$ cat src/rtl/mantissa_align.sv
// Right-shift alignment of the smaller-exponent mantissa for FP add.
// Produces guard/round/sticky below the aligned mantissa LSB.
module mantissa_align #(
  parameter int MANT_W = 24,
  parameter int EXP_W  = 8
) (
  input  logic              clk,
  input  logic              rst,
  input  logic              in_valid,
  output logic              in_ready,
  input  logic [EXP_W-1:0]  exp_diff,
  input  logic              borrow,
  input  logic [EXP_W-1:0]  exp_a,
  input  logic [EXP_W-1:0]  exp_b,
  input  logic [MANT_W-1:0] mant_a,
  input  logic [MANT_W-1:0] mant_b,
  output logic              out_valid,
  input  logic              out_ready,
  output logic [EXP_W-1:0]  exp_out,
  output logic [MANT_W-1:0] big_mant,
  output logic [MANT_W-1:0] small_mant,
  output logic              guard,
  output logic              round_b,
  output logic              sticky
);

  localparam int unsigned WW = MANT_W + 2;

  typedef enum logic [1:0] {
    IDLE,
    SHIFT,
    DONE
  } state_t;

  state_t r_state;
  state_t w_next;

  logic [MANT_W+1:0] r_w;
  logic              r_s;
  logic [EXP_W-1:0]  r_cnt;
  logic [MANT_W-1:0] r_big;
  logic [EXP_W-1:0]  r_exp;

  logic              w_xfer;
  logic              w_clamp;
  logic              w_zero;
  logic [MANT_W-1:0] w_small;
  logic [MANT_W-1:0] w_big;
  logic [EXP_W-1:0]  w_exp;

  assign in_ready  = (r_state == IDLE);
  assign out_valid = (r_state == DONE);
  assign w_xfer    = in_valid & in_ready;
  assign w_small   = borrow ? mant_a : mant_b;
  assign w_big     = borrow ? mant_b : mant_a;
  assign w_exp     = borrow ? exp_b : exp_a;
  assign w_clamp   = 32'(exp_diff) >= 32'(WW);
  assign w_zero    = (exp_diff == '0);

  always_ff @(posedge clk) begin
    if (rst) r_state <= IDLE;
    else     r_state <= w_next;
  end

  always_comb begin
    w_next = r_state;
    case (r_state)
      IDLE: begin
        if (w_xfer)
          w_next = (w_clamp || w_zero) ? DONE : SHIFT;
      end
      SHIFT: begin
        if (r_cnt == EXP_W'(1)) w_next = DONE;
      end
      DONE: begin
        if (out_ready) w_next = IDLE;
      end
      default: w_next = IDLE;
    endcase
  end

  // Shifting is serial; a huge difference collapses straight into sticky.
  always_ff @(posedge clk) begin
    if (rst) begin
      r_w   <= '0;
      r_s   <= 1'b0;
      r_cnt <= '0;
      r_big <= '0;
      r_exp <= '0;
    end else if (r_state == IDLE && w_xfer) begin
      r_big <= w_big;
      r_exp <= w_exp;
      if (w_clamp) begin
        r_w   <= '0;
        r_s   <= |w_small;
        r_cnt <= '0;
      end else begin
        r_w   <= {w_small, 2'b00};
        r_s   <= 1'b0;
        r_cnt <= exp_diff;
      end
    end else if (r_state == SHIFT) begin
      r_s   <= r_s | r_w[0];
      r_w   <= r_w >> 1;
      r_cnt <= r_cnt - EXP_W'(1);
    end
  end

  assign exp_out    = r_exp;
  assign big_mant   = r_big;
  assign small_mant = r_w[MANT_W+1:2];
  assign guard      = r_w[1];
  assign round_b    = r_w[0];
  assign sticky     = r_s;

endmodule

$ cat config.mk
export PLATFORM = sky130hd
export DESIGN_NAME = mantissa_align
export DESIGN_NICKNAME = d
export VERILOG_FILES = /design/src/rtl/mantissa_align.sv
export SDC_FILE = /design/constraint.sdc
export NUM_CORES = 1
export LEC_CHECK = 0
export ABC_AREA = 1
export ABC_CLOCK_PERIOD_IN_PS = 2430
export CORE_MARGIN = 2
export CORE_UTILIZATION = 40
export CTS_CLUSTER_SIZE = 28
export DETAILED_ROUTE_END_ITERATION = 10
export PLACE_DENSITY = 0.74
export SLEW_MARGIN = 20
export SYNTH_ARGS = -nofsm -noshare
export SYNTH_HDL_FRONTEND = slang
export SYNTH_SLANG_ARGS = --single-unit
export TNS_END_PERCENT = 50
$ cat constraint.sdc
create_clock -name clk -period 2.43 [get_ports clk]
set_input_delay 0.243 -clock clk [delete_from_list [all_inputs] [get_ports clk]]
set_output_delay 0.243 -clock clk [all_outputs]
set_load 0.01 [all_outputs]
==> results of run 1 <==
## placed cells by master, fill, tap and decap left out, types with 4 or more instances in the layout
cell type,synthesis,routed
inv_1,25,25
clkdlybuf4s50_1,0,136
nand2_1,169,169
nand2_2,4,4
a21oi_1,28,28
o21ai_0,73,73
dfxtp_1,69,69
a31oi_1,33,33
o21ai_1,21,21
nor3_1,4,4
nor2_1,42,42
clkbuf_8,0,12
buf_4,3,5
nand3_1,11,11
## registers in the layout (all words and copies together) (netlist names)
register and count:
r_cnt 8, r_w 26, r_state 2, big_mant 24, exp_out 8, sticky 1
## final timing paths
| check | startpoint | end | slack, ns | cells after the start |
|---|---|---|---|---|
| worst min register to register | r_w[1]$_SDFFE_PP0P_ | r_w[0]$_SDFFE_PP0P_ | 0.50 | 2 |
| worst max register to register | r_state[0]$_SDFFE_PP0P_ | r_w[2]$_SDFFE_PP0P_ | 0.58 | 7 |
| worst max-delay path | r_state[0]$_SDFFE_PP0P_ | r_w[2]$_SDFFE_PP0P_ | 0.58 | 7 |
| worst min-delay path | borrow | exp_out[4]$_SDFFE_PP0P_ | 0.26 | 3 |
## power groups by stage
stage	clock network (mW)	registers [mW]	logic, mW
floorplan	0	1.60	0.749
CTS	1.11	1.53	1.47
detailed placement	0	1.55	1.46
finish	1.10	1.53	1.48
global route	1.15	1.56	1.63
global placement	0	1.55	1.43
## cell usage after synthesis (3+ instances only)
master      n
o21ai_0    73
a21oi_1    28
buf_2      12
nand3_1    11
clkbuf_1   10
buf_6       9
inv_4       3
dfxtp_1    69
nor2_1     42
o21ai_1    21
nor3_1      4
nand2_1   169
inv_1      25
a31oi_1    33
buf_4       3
nand2_2     4
## critical path: cells and delay by family (launching register included)
family	cells	cell delay (ns)
AND/OR/NAND/NOR	4	0.66
buffers and inverters	2	0.59
flip-flops	1	0.38
AO/OA/AOI/OAI	1	0.14
## per-layer routing
layer  vias to the layer above  wire length (um)  global-route usage
met2                       190              5025              0.3591
met3                        15              1014             0.05200
met4                         0               184             0.08325
met5                         -                 0                   0
li1                       2015                 -                   -
met1                      1799              4845              0.2883
## kinds of logic (layout without fill, tap and decap cells)
logic type	count (synthesis)	after routing
and+or+nand+nor	240	240
buffers and inverters	67	189
DFF	69	69
adders and majority gates	2	2
AOI/OAI and AO/OA	159	159
## per-stage QoR
stage | hold WS [ns] | setup slack [ns] | total power [mW] | cells
after floorplan | 0.3121 | 1.245 | 2.349 | 537
after global placement | 0.4793 | 0.4158 | 2.983 | 752
after detailed placement | 0.4848 | 0.3842 | 3.008 | 752
after CTS | 0.2434 | 0.5846 | 4.108 | 767
after global routing | 0.2819 | 0.3882 | 4.335 | 767
final | 0.2564 | 0.5790 | 4.112 | 767
## cell type report
type,instances,area (um^2),area share
clock buffers,12,165.2,0.03203
well taps,108,135.1,0.02621
repair buffers,142,1404,0.2723
inverters,32,135.1,0.02621
clock inverters,3,67.56,0.01310
flip-flops and latches,69,1381,0.2679
multi-input cells,401,1868,0.3623
==> impl_metrics.yaml, run 1 <==
outcome:
  status: "finished, final reports clean"
critical_path:
  end_kind: "flip-flop"
  crit_path_frequent_cell: "nand2_4"
  path_max_fanout: 70
  slowest_stage: "dfxtp_1"
  cp_cell_sequence: "nor2_4, nand2_4, inv_8, nand2_4, inv_4, nand3_1, a21oi_1"
  arrival_ns: 2.13
  crit_required_ns: 2.71
  path_class: "flip-flop to flip-flop"
  start_kind: "flip-flop"
  crit_path_max_incr_delay_ns: 0.38
finish:
  final_layout_size_suffix_gt1_frac: 0.06070
  layout.nets: 734
  diodes: 0
  post-route-util: 0.5884
  design_area_um2: 5156
  n_fill_cell: 811
  syn2layout_area_growth_pct: 42.20
detailed_routing:
  via_count: 4019
  drt-wirelength-per-cell_um: 14.43
  drc: 0
  ant_nets: 0
  drt_first_pass_iters: 5
  avgViaCountPerCell: 5.240
  wl_um: 11070
  drt_iter0_markers: 197
die:
  fp-row-count: 34
  start_util: 0.4138
  core_um2: 8763
  dieWidth_um: 99.21
  dieArea_um2: 9843
  die_h_um: 99.21
  design.portCount: 138
yosys:
  ys_seq_elements: 69
  ys_seq_area_frac: 0.3810
  synth_adder_area_share: 0.006901
  synth_warnings: 0
  synth_compound_area_frac: 0.2336
  yosysUniqueCellTypes: 29
  synth.cell_area_um2: 3626
  syn-num-nets: 616
  synth.area.top_cells: "dfxtp_1 (38%), nand2_1 (17%), o21ai_0 (10%)"
  synthArstFlopShare: 0
  synth_top_family_by_area: "simple AND/OR/NAND/NOR gates"
  synth_cells: 537
  synth-simple-area-share: 0.2747
  synth_mux_area_frac: 0
  synth_xor_area_frac: 0
  synthFlopType: "dfxtp_1"
  synthDominantCellAreaShare: 0.3810
  synth.largest_area_cell: "dfxtp_1"
  synth_edf_count: 0
  syn-mean-instance-area_um2: 6.752
global_route:
  gr-total-overflow: 0
  grt_usage: 0.2219
  grt_pass1_wl_um: 17730
  grt_max_degree: 71
  grt_antenna_before_repair: 0
  grt_pass1_vias: 3725
clock_network:
  post_cts_buffers: 0
  h-tree-depth: 3
  ctsHoldBuffers: 0
  clkTransAtPathRegs_ns: 0.08
  clk_path_buf_depth: 2
  numCtsBuffers: 9
  clk_latency_ns: 0.35
  ctsRootBufferMaster: "clkbuf_8"
  cts_tree: "built"
  cts.sink_count: 69
  cts_resized: 0
sta:
  rsz0062_at_grt: "false"
  drv_slew: 0
  tns_ns: 0
  fin_crit_sh: 0.7617
  hold_viol: 0
  fin_skew_ns: 0.009441
  fin_crit_ns: 1.851
  setup_violations: 0
  fmax_mhz: 540.2
  maxSlewHeadroom: 0.6062
  worst_pin_slew_ns: 0.5899
min_path:
  hp-class: "input pin to flip-flop"
power_and_ir_drop:
  vdd_drop_max_v: 0.0003437
  pwr-share-clk: 0.269
  p_seq_frac: 0.372
  pwr-share-comb: 0.359
  power_switching_mw: 1.401
  leakage_nw: 2.081
  p_int_mw: 2.711
  sw_frac_of_total: 0.3407
  p_per_area_nw_per_um2: 797.5
placed_design:
  io_buffers: 137
  gp_congestion: 0.8496
  dpl_cell_area_um2: 4923
  hpwl_um: 7798
job:
  max-cap-violations: 0
(Power assumes the default switching activity.)
==> inputs of run 2 (changes only) <==
--- a/config.mk
+++ b/config.mk
@@ -6,7 +6,7 @@
 export NUM_CORES = 1
 export LEC_CHECK = 0
 export ABC_AREA = 1
-export ABC_CLOCK_PERIOD_IN_PS = 2430
+export ABC_CLOCK_PERIOD_IN_PS = 1900
 export CORE_MARGIN = 2
 export CORE_UTILIZATION = 40
 export CTS_CLUSTER_SIZE = 28
==> constraint.sdc (replaced) <==
create_clock -name clk -period 1.9 [get_ports clk]
set_input_delay 0.19 -clock clk [delete_from_list [all_inputs] [get_ports clk]]
set_output_delay 0.19 -clock clk [all_outputs]
set_load 0.01 [all_outputs]
==> run 2 against run 1 <==
Routed wire length rose by 0.43%. Final area increased by 0.22%. Clock skew rose by 0.0021 ns. Cell count increased by 0.91%. Die area unchanged. Global-route usage up 0.25 points. Critical path depth shrank 4. Worst setup slack got worse by 0.35 ns. Register-to-register slack worse by 0.18 ns. Largest power group unchanged. First-iteration DRC count down 12%.
==> impl_metrics.yaml, run 2 (synthesis results as in run 1) <==
sta:
  fin_crit_ns: 1.670
  setup_violations: 0
  tns_ns: 0
  fmax_mhz: 598.9
  fin_skew_ns: 0.01150
  drv_slew: 0
  maxSlewHeadroom: 0.6970
  worst_pin_slew_ns: 0.4497
  hold_viol: 0
  rsz0062_at_grt: "false"
  setup_ws_ns: 0.2304
  fin_crit_sh: 0.8787
placed_design:
  dpl_worst_slack_ns: 0.2360
  dpl_cell_area_um2: 4981
  gp_congestion: 0.8827
  place_inst: 758
  io_buffers: 137
  hpwl_um: 7999
detailed_routing:
  drc: 0
  avgViaCountPerCell: 5.199
  wl_um: 11120
  drt-wirelength-per-cell_um: 14.36
  drt_iter0_markers: 173
  ant_nets: 0
  drt_first_pass_iters: 4
  via_count: 4024
clock_network:
  ctsRootBufferMaster: "clkbuf_8"
  clk_path_buf_depth: 2
  cts.sink_count: 69
  cts_resized: 0
  clkTransAtPathRegs_ns: 0.08
  post_cts_buffers: 0
  cts_tree: "built"
  ctsHoldBuffers: 0
  h-tree-depth: 3
  clk_latency_ns: 0.35
  numCtsBuffers: 9
critical_path:
  start_kind: "flip-flop"
  end_kind: "primary output"
  crit_required_ns: 1.71
  crit_path_end: "out_valid"
  worstRegToRegCells: 7
  path_max_fanout: 4
  path_class: "flip-flop to primary output"
  arrival_ns: 1.48
  reg2reg_to: "r_w[8]$_SDFFE_PP0P_"
  rrSetupSlack_ns: 0.40
  critPathLaunch: "r_state[1]$_SDFFE_PP0P_"
  timing.rr.start: "r_state[0]$_SDFFE_PP0P_"
job:
  max-cap-violations: 0
finish:
  diodes: 0
  layout.nets: 740
  final_cell_mix: "nand2_1 (169), clkdlybuf4s50_1 (136), o21ai_0 (73)"
  final_layout_size_suffix_gt1_frac: 0.07057
  regMostFlops: "r_w"
  stdcell_count: 774
  syn2layout_area_growth_pct: 42.51
  layout_commonest_cell: "nand2_1"
  largest_reg_flops: 26
  design_area_um2: 5167
min_path:
  min_path_cells: 3
  hp-class: "input pin to flip-flop"
power_and_ir_drop:
  vdd_drop_max_v: 0.0003960
  leakage_nw: 2.083
  p_per_area_nw_per_um2: 968.7
outcome:
  status: "finished, final reports clean"
die:
  fp-row-count: 34
  dieWidth_um: 99.21
  die_h_um: 99.21
  dieArea_um2: 9843
  start_util: 0.4138
  design.portCount: 138
  core_um2: 8763
global_route:
  grt_max_degree: 46
  grt_pass1_wl_um: 18200
  grt_usage: 0.2244
  grt_antenna_before_repair: 0
  grt_pass1_vias: 3898
  gr-total-overflow: 0
==> run 2: through the flow <==
step	power [mW]	util	hold WS, ns
6_report	5.006	0.5897	0.2892
5_1_grt	5.324	0.5897	0.3173
2_1_floorplan	3.004	-	0.2591
3_3_place_gp	3.847	0.5684	0.4643
4_1_cts	5.016	0.5897	0.2752
3_5_place_dp	3.879	0.5684	0.4874
==> run 2: metal layers <==
layer  up-vias  wire, um  GRT usage
met5         -         0          0
met4         0       231    0.08219
met3        18       965    0.06957
met2       152      5105     0.3659
met1      1831      4815     0.2800
li1       2023         -          -
==> run 2: worst min path at each step <==
stage	endpoint	slack [ns]	startpoint
after floorplan	r_cnt[4]$_SDFFE_PP0P_	0.26	rst
after global placement	r_w[1]$_SDFFE_PP0P_	0.46	r_w[1]$_SDFFE_PP0P_
after detailed placement	r_w[1]$_SDFFE_PP0P_	0.49	r_w[1]$_SDFFE_PP0P_
after CTS	big_mant[7]$_SDFFE_PP0P_	0.28	borrow
after global routing	big_mant[7]$_SDFFE_PP0P_	0.32	borrow
final	big_mant[7]$_SDFFE_PP0P_	0.29	borrow
==> run 2: where the power goes <==
part | switching [mW] | leakage (nW) | internal, mW | total (mW)
clock network | 0.601 | 0.0836 | 0.542 | 1.14
logic | 1.00 | 1.43 | 0.918 | 1.92
registers | 0.205 | 0.569 | 1.74 | 1.94
==> run 2: critical path: stages, from the launching register on <==
cell and delay (ns):
dfxtp_1 0.42, inv_2 0.08, nor2_1 0.09, clkdlybuf4s50_1 0.54
==> run 2: final cells by class <==
type,instances,area (um^2)
Sequential cell,69,1381
Multi-Input combinational cell,401,1868
Tap cell,108,135.1
Timing Repair Buffer,148,1461
Clock inverter,5,35.03
Fill cell,842,3596
Clock buffer,11,151.4
Inverter,32,135.1
